<file path="src/rtl/key_event_sched.sv">
`default_nettype none
// =============================================================================
//  Module      : key_event_sched
//  Description : Merges live PS/2 key events (via a small FIFO) and macro
//                key events into one paced key stream for the keyboard matrix.
//  Revision    : 1.0 - initial release
// =============================================================================
module key_event_sched #(
    parameter int GAP_CYCLES = 7000000,
    parameter int FIFO_DEPTH = 4
) (
    input  logic       clk_sys,
    input  logic       reset,
    input  logic       live_strobe,
    input  logic       live_pressed,
    input  logic       live_extended,
    input  logic [7:0] live_code,
    input  logic       mac_valid,
    input  logic [9:0] mac_data,
    output logic       mac_ready,
    output logic       key_strobe,
    output logic       key_pressed,
    output logic       key_extended,
    output logic [7:0] key_code,
    output logic       mac_abort,
    output logic       overflow,
    output logic       busy
);

    localparam int c_aw = $clog2(FIFO_DEPTH);
    localparam int c_cw = (GAP_CYCLES > 2) ? $clog2(GAP_CYCLES - 1) : 1;
    localparam logic [c_cw-1:0] c_gap_load = c_cw'((GAP_CYCLES > 1) ? GAP_CYCLES - 2 : 0);

    typedef enum logic [0:0] {
        S_IDLE = 1'b0,
        S_GAP  = 1'b1
    } state_t;

    state_t          r_state;
    logic [c_cw-1:0] r_cnt;
    logic [9:0]      r_mem [FIFO_DEPTH];
    logic [c_aw:0]   r_wr_ptr;
    logic [c_aw:0]   r_rd_ptr;
    logic            r_key_strobe;
    logic            r_key_pressed;
    logic            r_key_extended;
    logic [7:0]      r_key_code;
    logic            r_mac_abort;
    logic            r_overflow;

    logic            w_empty;
    logic            w_full;
    logic            w_pop;
    logic            w_push;
    logic            w_mac_take;
    logic            w_issue;
    logic            w_esc_make;
    logic [9:0]      w_head;

    // Extra pointer MSB distinguishes full from empty when the indices match.
    assign w_empty    = (r_wr_ptr == r_rd_ptr);
    assign w_full     = (r_wr_ptr[c_aw] != r_rd_ptr[c_aw]) &&
                        (r_wr_ptr[c_aw-1:0] == r_rd_ptr[c_aw-1:0]);
    assign w_head     = r_mem[r_rd_ptr[c_aw-1:0]];
    assign w_pop      = (r_state == S_IDLE) && !w_empty;
    assign w_push     = live_strobe && (!w_full || w_pop);
    assign mac_ready  = (r_state == S_IDLE) && w_empty;
    assign w_mac_take = mac_ready && mac_valid;
    assign w_issue    = w_pop || w_mac_take;
    assign w_esc_make = live_strobe && live_pressed && !live_extended &&
                        (live_code == 8'h76);

    always_ff @(posedge clk_sys) begin
        if (w_push) begin
            r_mem[r_wr_ptr[c_aw-1:0]] <= {live_pressed, live_extended, live_code};
        end
    end

    always_ff @(posedge clk_sys) begin
        if (reset) begin
            r_state        <= S_IDLE;
            r_cnt          <= '0;
            r_wr_ptr       <= '0;
            r_rd_ptr       <= '0;
            r_key_strobe   <= 1'b0;
            r_key_pressed  <= 1'b0;
            r_key_extended <= 1'b0;
            r_key_code     <= '0;
            r_mac_abort    <= 1'b0;
            r_overflow     <= 1'b0;
        end else begin
            r_key_strobe <= w_issue;
            r_mac_abort  <= w_esc_make;
            if (w_push) begin
                r_wr_ptr <= r_wr_ptr + (c_aw + 1)'(1);
            end
            if (w_pop) begin
                r_rd_ptr <= r_rd_ptr + (c_aw + 1)'(1);
            end
            if (live_strobe && !w_push) begin
                r_overflow <= 1'b1;
            end
            if (w_issue) begin
                {r_key_pressed, r_key_extended, r_key_code} <= w_pop ? w_head : mac_data;
            end
            case (r_state)
                S_IDLE: begin
                    if (w_issue && (GAP_CYCLES > 1)) begin
                        r_state <= S_GAP;
                        r_cnt   <= c_gap_load;
                    end
                end
                S_GAP: begin
                    if (r_cnt == '0) begin
                        r_state <= S_IDLE;
                    end else begin
                        r_cnt <= r_cnt - c_cw'(1);
                    end
                end
                default: r_state <= S_IDLE;
            endcase
        end
    end

    assign key_strobe   = r_key_strobe;
    assign key_pressed  = r_key_pressed;
    assign key_extended = r_key_extended;
    assign key_code     = r_key_code;
    assign mac_abort    = r_mac_abort;
    assign overflow     = r_overflow;
    assign busy         = (r_state == S_GAP) || !w_empty;

endmodule
`default_nettype wire

</file>
<file path="config.mk">
export PLATFORM = sky130hd
export DESIGN_NAME = key_event_sched
export DESIGN_NICKNAME = d
export VERILOG_FILES = /design/src/rtl/key_event_sched.sv
export SDC_FILE = /design/constraint.sdc
export NUM_CORES = 1
export LEC_CHECK = 0
export BUFFER_PORTS_ARGS = -buffer_cell sky130_fd_sc_hd__clkbuf_2
export CAP_MARGIN = 10
export CORE_MARGIN = 4
export CORE_UTILIZATION = 52
export CTS_CLUSTER_SIZE = 12
export DETAILED_ROUTE_END_ITERATION = 10
export PLACE_DENSITY = 0.76
export SYNTH_ARGS = -nofsm -noshare
export SYNTH_HDL_FRONTEND = slang
export SYNTH_SLANG_ARGS = --single-unit
</file>
<file path="constraint.sdc">
create_clock -name clk_sys -period 2 [get_ports clk_sys]
set_input_delay 0.2 -clock clk_sys [delete_from_list [all_inputs] [get_ports clk_sys]]
set_output_delay 0.2 -clock clk_sys [all_outputs]
set_load 0.1 [all_outputs]
</file>
### Word-level counts from Yosys, hierarchy flattened

Memory sizes are Yosys's and may differ from the RTL's. A register that Yosys moved wholly into a read port is not among the register bits.
Cells that the tools add are included.

| storage, ports and cells | value |
|---|---|
| memories | 1 |
| output and inout port bits | 15 |
| register bits | 43 |
| RAM bits | 40 |

| operators by class | value |
|---|---|
| equal/unequal tests | 6 |
| muxes and demuxes | 11 |
| reduce and logical (&&, ||, !) cells | 18 |
| bitwise operators | 1 |
| add/subtract/negate cells | 3 |

Memory list:

| memory | words | width | read ports | clocked after Yosys merged registers in | wr ports | line | RTL |
|---|---|---|---|---|---|---|---|
| r_mem | 4 | 10 | 1 | 1 | 1 | 41 | `logic [9:0] r_mem [FIFO_DEPTH];` |

Operator list:

| kind | count |
|---|---|
| two-way mux 23 bit | 2 |
| case mux 23 bit (2 select lines) | 1 |
| logical NOT 23 bit | 1 |
| subtractor 23 x 1 -> 23 bit, second input constant | 1 |
| two-way mux 10 bit | 1 |
| logical AND 1 bit | 9 |
| equality test 8 x 7 -> 1 bit, second input constant | 1 |
| adder 3 x 1 -> 3 bit, second input constant | 2 |
| logical NOT 1 bit | 4 |
| two-way mux 1 bit | 4 |
| two-way mux 2 bit | 2 |
| != test 2 bit, second input constant | 2 |
| equality test 3 bit | 1 |
| logical OR 1 bit | 3 |
| equality test 2 bit | 1 |
| case mux 1 bit (2 select lines) | 1 |
| AND reduction 2 bit | 1 |
| != test 1 bit | 1 |
| inverter 1 bit | 1 |

### Depth between registers and ports, before layout

| logic depth | value |
|---|---|
| depth in word-level cells | 7 |
| mapped depth | 9 |
| depth with buffers taken out | 7 |

### Worst setup path after synthesis

Ideal clock, no wire load.

| timing | value |
|---|---|
| kind | register to output |
| start point | reg r_wr_ptr[0] |
| end point | out busy |
| data required time | 1.800 ns |
| path buffers | 0 |
| stages on the path, launching flop included | 5 |
| slack | -2.316 ns |
| arrival | 4.116 ns |
| cell sequence | dfxtp_1 xnor2_1 nand2_1 nor3_1 inv_1 |

| between the ends | value |
|---|---|
| longest elaborated chain between the ends | 3 |

Ends and longest elaborated chain:

| what | line | RTL |
|---|---|---|
| from (decl) | 42 | `logic [c_aw:0] r_wr_ptr;` |
| from (signal assigned) | 95 | `r_wr_ptr <= r_wr_ptr + (c_aw + 1)'(1);` |
| equality test 3 bit | 61 | `assign w_empty = (r_wr_ptr == r_rd_ptr);` |
| logical NOT 1 bit | 131 | `assign busy = (r_state == S_GAP) \|\| !w_empty;` |
| logical OR 1 bit | 131 |  |
| to (decl) | 27 | `output logic busy` |

Every way passes these cells.

### Worst setup path after layout

| timing | value |
|---|---|
| start point | reg r_cnt[1] |
| end point | reg r_cnt[14] |

| between the ends | value |
|---|---|
| longest elaborated chain between the ends | 3 |

Ends and longest elaborated chain:

| what | line | RTL |
|---|---|---|
| from (decl) | 40 | `logic [c_cw-1:0] r_cnt;` |
| from (signal assigned) | 110 | `r_cnt <= c_gap_load;` |
| from (signal assigned) | 117 | `r_cnt <= r_cnt - c_cw'(1);` |
| subtractor 23 x 1 -> 23 bit or logical NOT 23 bit (tied branches) | 117, 114 |  |
| two-way mux 23 bit or != test 2 bit (tied branches) | - |  |
| case mux 23 bit (2 select lines) or AND reduction 2 bit (tied branches) | - |  |

Parallel ways exist; a longest one is shown, timed or not. The select of a mux whose other input is x is not followed.
A chain may end at the register's enable or synchronous reset.

==> out/summary.log <==
[run_status] result of the run finished, final reports clean
[logic_synthesis] register area share after synthesis 57.4%
[timing] final hold slack 0.0669 ns
[logic_synthesis] synthesized instance count 298
[logic_synthesis] count of warnings emitted by yosys 0
[logic_synthesis] post-synth design cell area 0.00366 mm2
[worst_setup_path] WP data required 2.29 ns
[worst_setup_path] flop2flop setup slack 0.03 ns
[power_and_ir_drop] Pwr per Cell Area 1300 mW/mm2
[worst_setup_path] biggest fanout along the worst timing path 13
[floorplanning] effective utilization at floorplan 53.6%
[logic_synthesis] share of Yosys cell area claimed by the top area cell type 32.8%
[floorplanning] core region area 0.00683 mm2
[worst_setup_path] R2R depth 9
[final_layout] filler-free cell count of the finished design 470
[clock_tree] clock insertion delay at the later pin of the skew report 0.36 ns
[timing] pin slew with the least headroom to its limit 0.553 ns
[flow_run] Maximum Capacitance Violations 0
[worst_setup_path] arrival time of the worst setup path 2.26 ns
[routing] total wirelength of the detailed-routed design 7840 um
[floorplanning] Chip Width 91.9 um
[power_and_ir_drop] portion of total power attributed to the clock network 21.2%
[hold_path] launch point of the worst hold path live_code[2]
[placed_design] Placement Setup Slack -0.000239 ns
[routing] initial detailed-routing violation count 193
[final_layout] Area growth, synth to finish 24.7%
[timing] number of pins exceeding their max-slew limit in the final report 0
[timing] RSZ-0062 raised after global routing yes
[final_layout] net total in the final layout 399
[logic_synthesis] synthesized netlist net count 328
[hold_path] Min-Delay Path Class input port to flop
[logic_synthesis] number of synthesized register bits 85
[power_and_ir_drop] Peak VDD IR 0.834 mV
[power_and_ir_drop] fraction of power spent switching nets 40.2%
[routing] remaining antenna violation count after routing 0
[final_layout] share of post-route cells with drive strength above 1 33.7%
[clock_tree] CTS Buf Count 9
[worst_setup_path] critical register-to-register path startpoint r_cnt[1]
[clock_tree] total of hold buffers inserted after clock tree synthesis 0
[power_and_ir_drop] switching power 2.38 mW
[global_route] GRT overflow 0
[logic_synthesis] primary flip-flop cell chosen by synthesis mapping dfxtp_1
[power_and_ir_drop] part of the power in registers 38.5%
[worst_setup_path] Worst setup SP type flop
[power_and_ir_drop] combinational share of power 40.3%
[logic_synthesis] number of flops mapped to enable cells by yosys 40
[routing] remaining routing DRC violations 0
[final_layout] fillcell total 504
[routing] Avg WL per Cell 16.7 um
[placed_design] routability cong. 0.807
[global_route] wire length of the first global-routing pass 12,500 um
[timing] final setup margin 0.0343 ns
[placed_design] Port Buf Inserts 38
[timing] worst-case clock skew 0.0139 ns
[logic_synthesis] ranking of synthesized cells by area edfxtp_1 (33%), dfxtp_1 (25%), mux4_2 (6.1%)
[timing] number of hold violations in the final report 0
[final_layout] ant diodes 0
[logic_synthesis] syn_area_per_cell 12.3 um2
[timing] Setup-failing EPs final 0
[worst_setup_path] critical path start-end classification flop to flop
[timing] slew margin rel. 63.3%
[floorplanning] number of I/O pins 39
[placed_design] half-perimeter wire length of the detailed placement result 5110 um
[global_route] vias in the first global route 2,520
[routing] first-pass iteration count of the detailed router 4
[hold_path] Hold Path Cell Cnt 1
[clock_tree] worst-case clock buffer depth 2
[timing] final critical delay including setup and external delays 1.97 ns
[logic_synthesis] Post-synth ARST share 0%
[final_layout] final design utilization 66.9%
[placed_design] cell total after placement 448
[clock_tree] number of sinks driven by the clock tree 85
[global_route] antenna violations before repair 0
[routing] via/cell ratio 5.66
[timing] final clock period utilization by the worst path 98.3%
[worst_setup_path] critical path endpoint category flop
[hold_path] worst hold endpoint r_mem[2][2]
[timing] highest clock frequency the design can meet 0.509 GHz
[logic_synthesis] library cells used by synthesis 50
[clock_tree] Clk pin slew, worst setup/hold paths 0.10 ns
[logic_synthesis] top cell type by total area after synthesis edfxtp_1
[floorplanning] total die area 0.00845 mm2
[global_route] All-Layer GR Usage 18.9%
[clock_tree] depth of the CTS H-tree 3
[power_and_ir_drop] overall power after layout 5.94 mW
[global_route] pin count of the biggest net entering global routing 36
[clock_tree] CTS tree built
[floorplanning] cell row count 30
[floorplanning] Die Y 91.9 um
[clock_tree] root buf cell clkbuf_8
[routing] Via Count 2,659
[power_and_ir_drop] leakage component of the power 1.67 nW
[power_and_ir_drop] Internal Power 3.55 mW
[worst_setup_path] endpoint of the worst-slack reg-to-reg timing path r_cnt[14]
## power groups by stage
stage / logic, mW / registers [mW] / clock network, mW
finish: 2.39 / 2.29 / 1.26
global route: 2.55 / 2.32 / 1.35
CTS: 2.29 / 2.27 / 1.28
detailed placement: 2.25 / 2.30 / 0
global placement: 2.21 / 2.30 / 0
floorplan: 1.22 / 2.72 / 0
## cells in the mapped netlist (all sizes together) (10+ instances only)
cell    number
edfxtp      40
dfxtp       45
o31ai       11
nor2        24
mux2i       13
o21ai       11
a31oi       13
inv         10
mux4        10
a21oi       14
nand2       14
## per-layer routing
layer / GRT usage (%) / up-vias / wire (um)
met5: 0 / - / 0
met4: 7.80 / 0 / 149
met3: 4.43 / 12 / 515
met2: 28.3 / 81 / 3700
met1: 26.4 / 1282 / 3470
li1: - / 1284 / -
## layout make-up
class                      count  area [um2]  share of cell area, %
sequential                    85        2110                   46.2
clock inverter                 7        81.3                   1.78
multi-input combinational    190        1530                   33.6
inverter                      10        37.5                  0.822
timing repair buffer          73         562                   12.3
clock buffer                   9         124                   2.71
tap                           96         120                   2.63
## through the flow
stage | setup TNS, ns | instance area [um2]
6_report | 0 | 4570
5_1_grt | -0.172 | 4570
4_1_cts | -0.0453 | 4450
3_5_place_dp | -0.000239 | 4220
3_3_place_gp | 0 | 4220
2_1_floorplan | -0.458 | 3670
## critical path, stage by stage, from the launching register on
cell       delay, ns
dfxtp_1         0.36
inv_2           0.06
ha_4            0.16
nor4b_4         0.14
nand4_4         0.13
o31ai_4         0.08
buf_4           0.17
clkbuf_16       0.16
or4_1           0.48
a31oi_1         0.17
## placed cells by master, fill, tap and decap left out, types with 3 or more instances in the layout
cell type  count
edfxtp_1      40
dfxtp_1       39
clkbuf_2      36
buf_4         27
nor2_1        24
a21oi_1       14
mux2i_1       13
nand2_1       12
a31oi_1       12
o31ai_1       10
mux4_2        10
or3_1          9
o21ai_0        9
clkbuf_8       9
inv_1          8
or4_1          8
buf_12         6
dfxtp_2        6
xnor2_1        5
ha_1           5
xor2_1         4
and2_1         4
nand3_1        4
or2_2          3
o311ai_1       3
a211oi_1       3
buf_6          3
## worst max-delay path by stage
stage | start | end | slack, ns | cells after the start
finish | r_cnt[1] | r_cnt[14] | 0.03 | 9
global route | r_cnt[7] | r_cnt[20] | -0.08 | 7
CTS | r_cnt[0] | r_cnt[16] | -0.02 | 8
detailed placement | r_cnt[7] | r_cnt[17] | -0.0002 | 5
global placement | r_cnt[8] | r_cnt[17] | 0.03 | 5
floorplan | r_wr_ptr[0] | busy | -0.46 | 4
## flip-flops by register name (all words and copies together), names as in the netlist, named ones only
register,flops
r_state,1
r_mem,40
key_strobe,1
key_extended,1
overflow,1
mac_abort,1
r_rd_ptr,3
r_wr_ptr,3
key_code,8
key_pressed,1
r_cnt,23
## cells by family (layout without fill, tap and decap cells)
group	count (synthesis)	count (layout)	synth area share [%]
multiplexers	23	23	9.70
AND/OR/NAND/NOR	87	87	13.9
XOR/XNOR	10	10	2.39
buffers and inverters	23	99	2.80
adder cells (fa/ha/maj)	6	6	2.05
flip-flops	85	85	57.4
AO/OA/AOI/OAI	64	64	11.8
## timing repair
action                     in CTS  in global routing
cloned                          0                  1
pin swaps                       2                 13
setup endpoints to repair       6                 24
setup buffers                   2                  3
gates resized for setup         4                 22
hold endpoints to repair        0                  0
(Power assumes the default switching activity.)
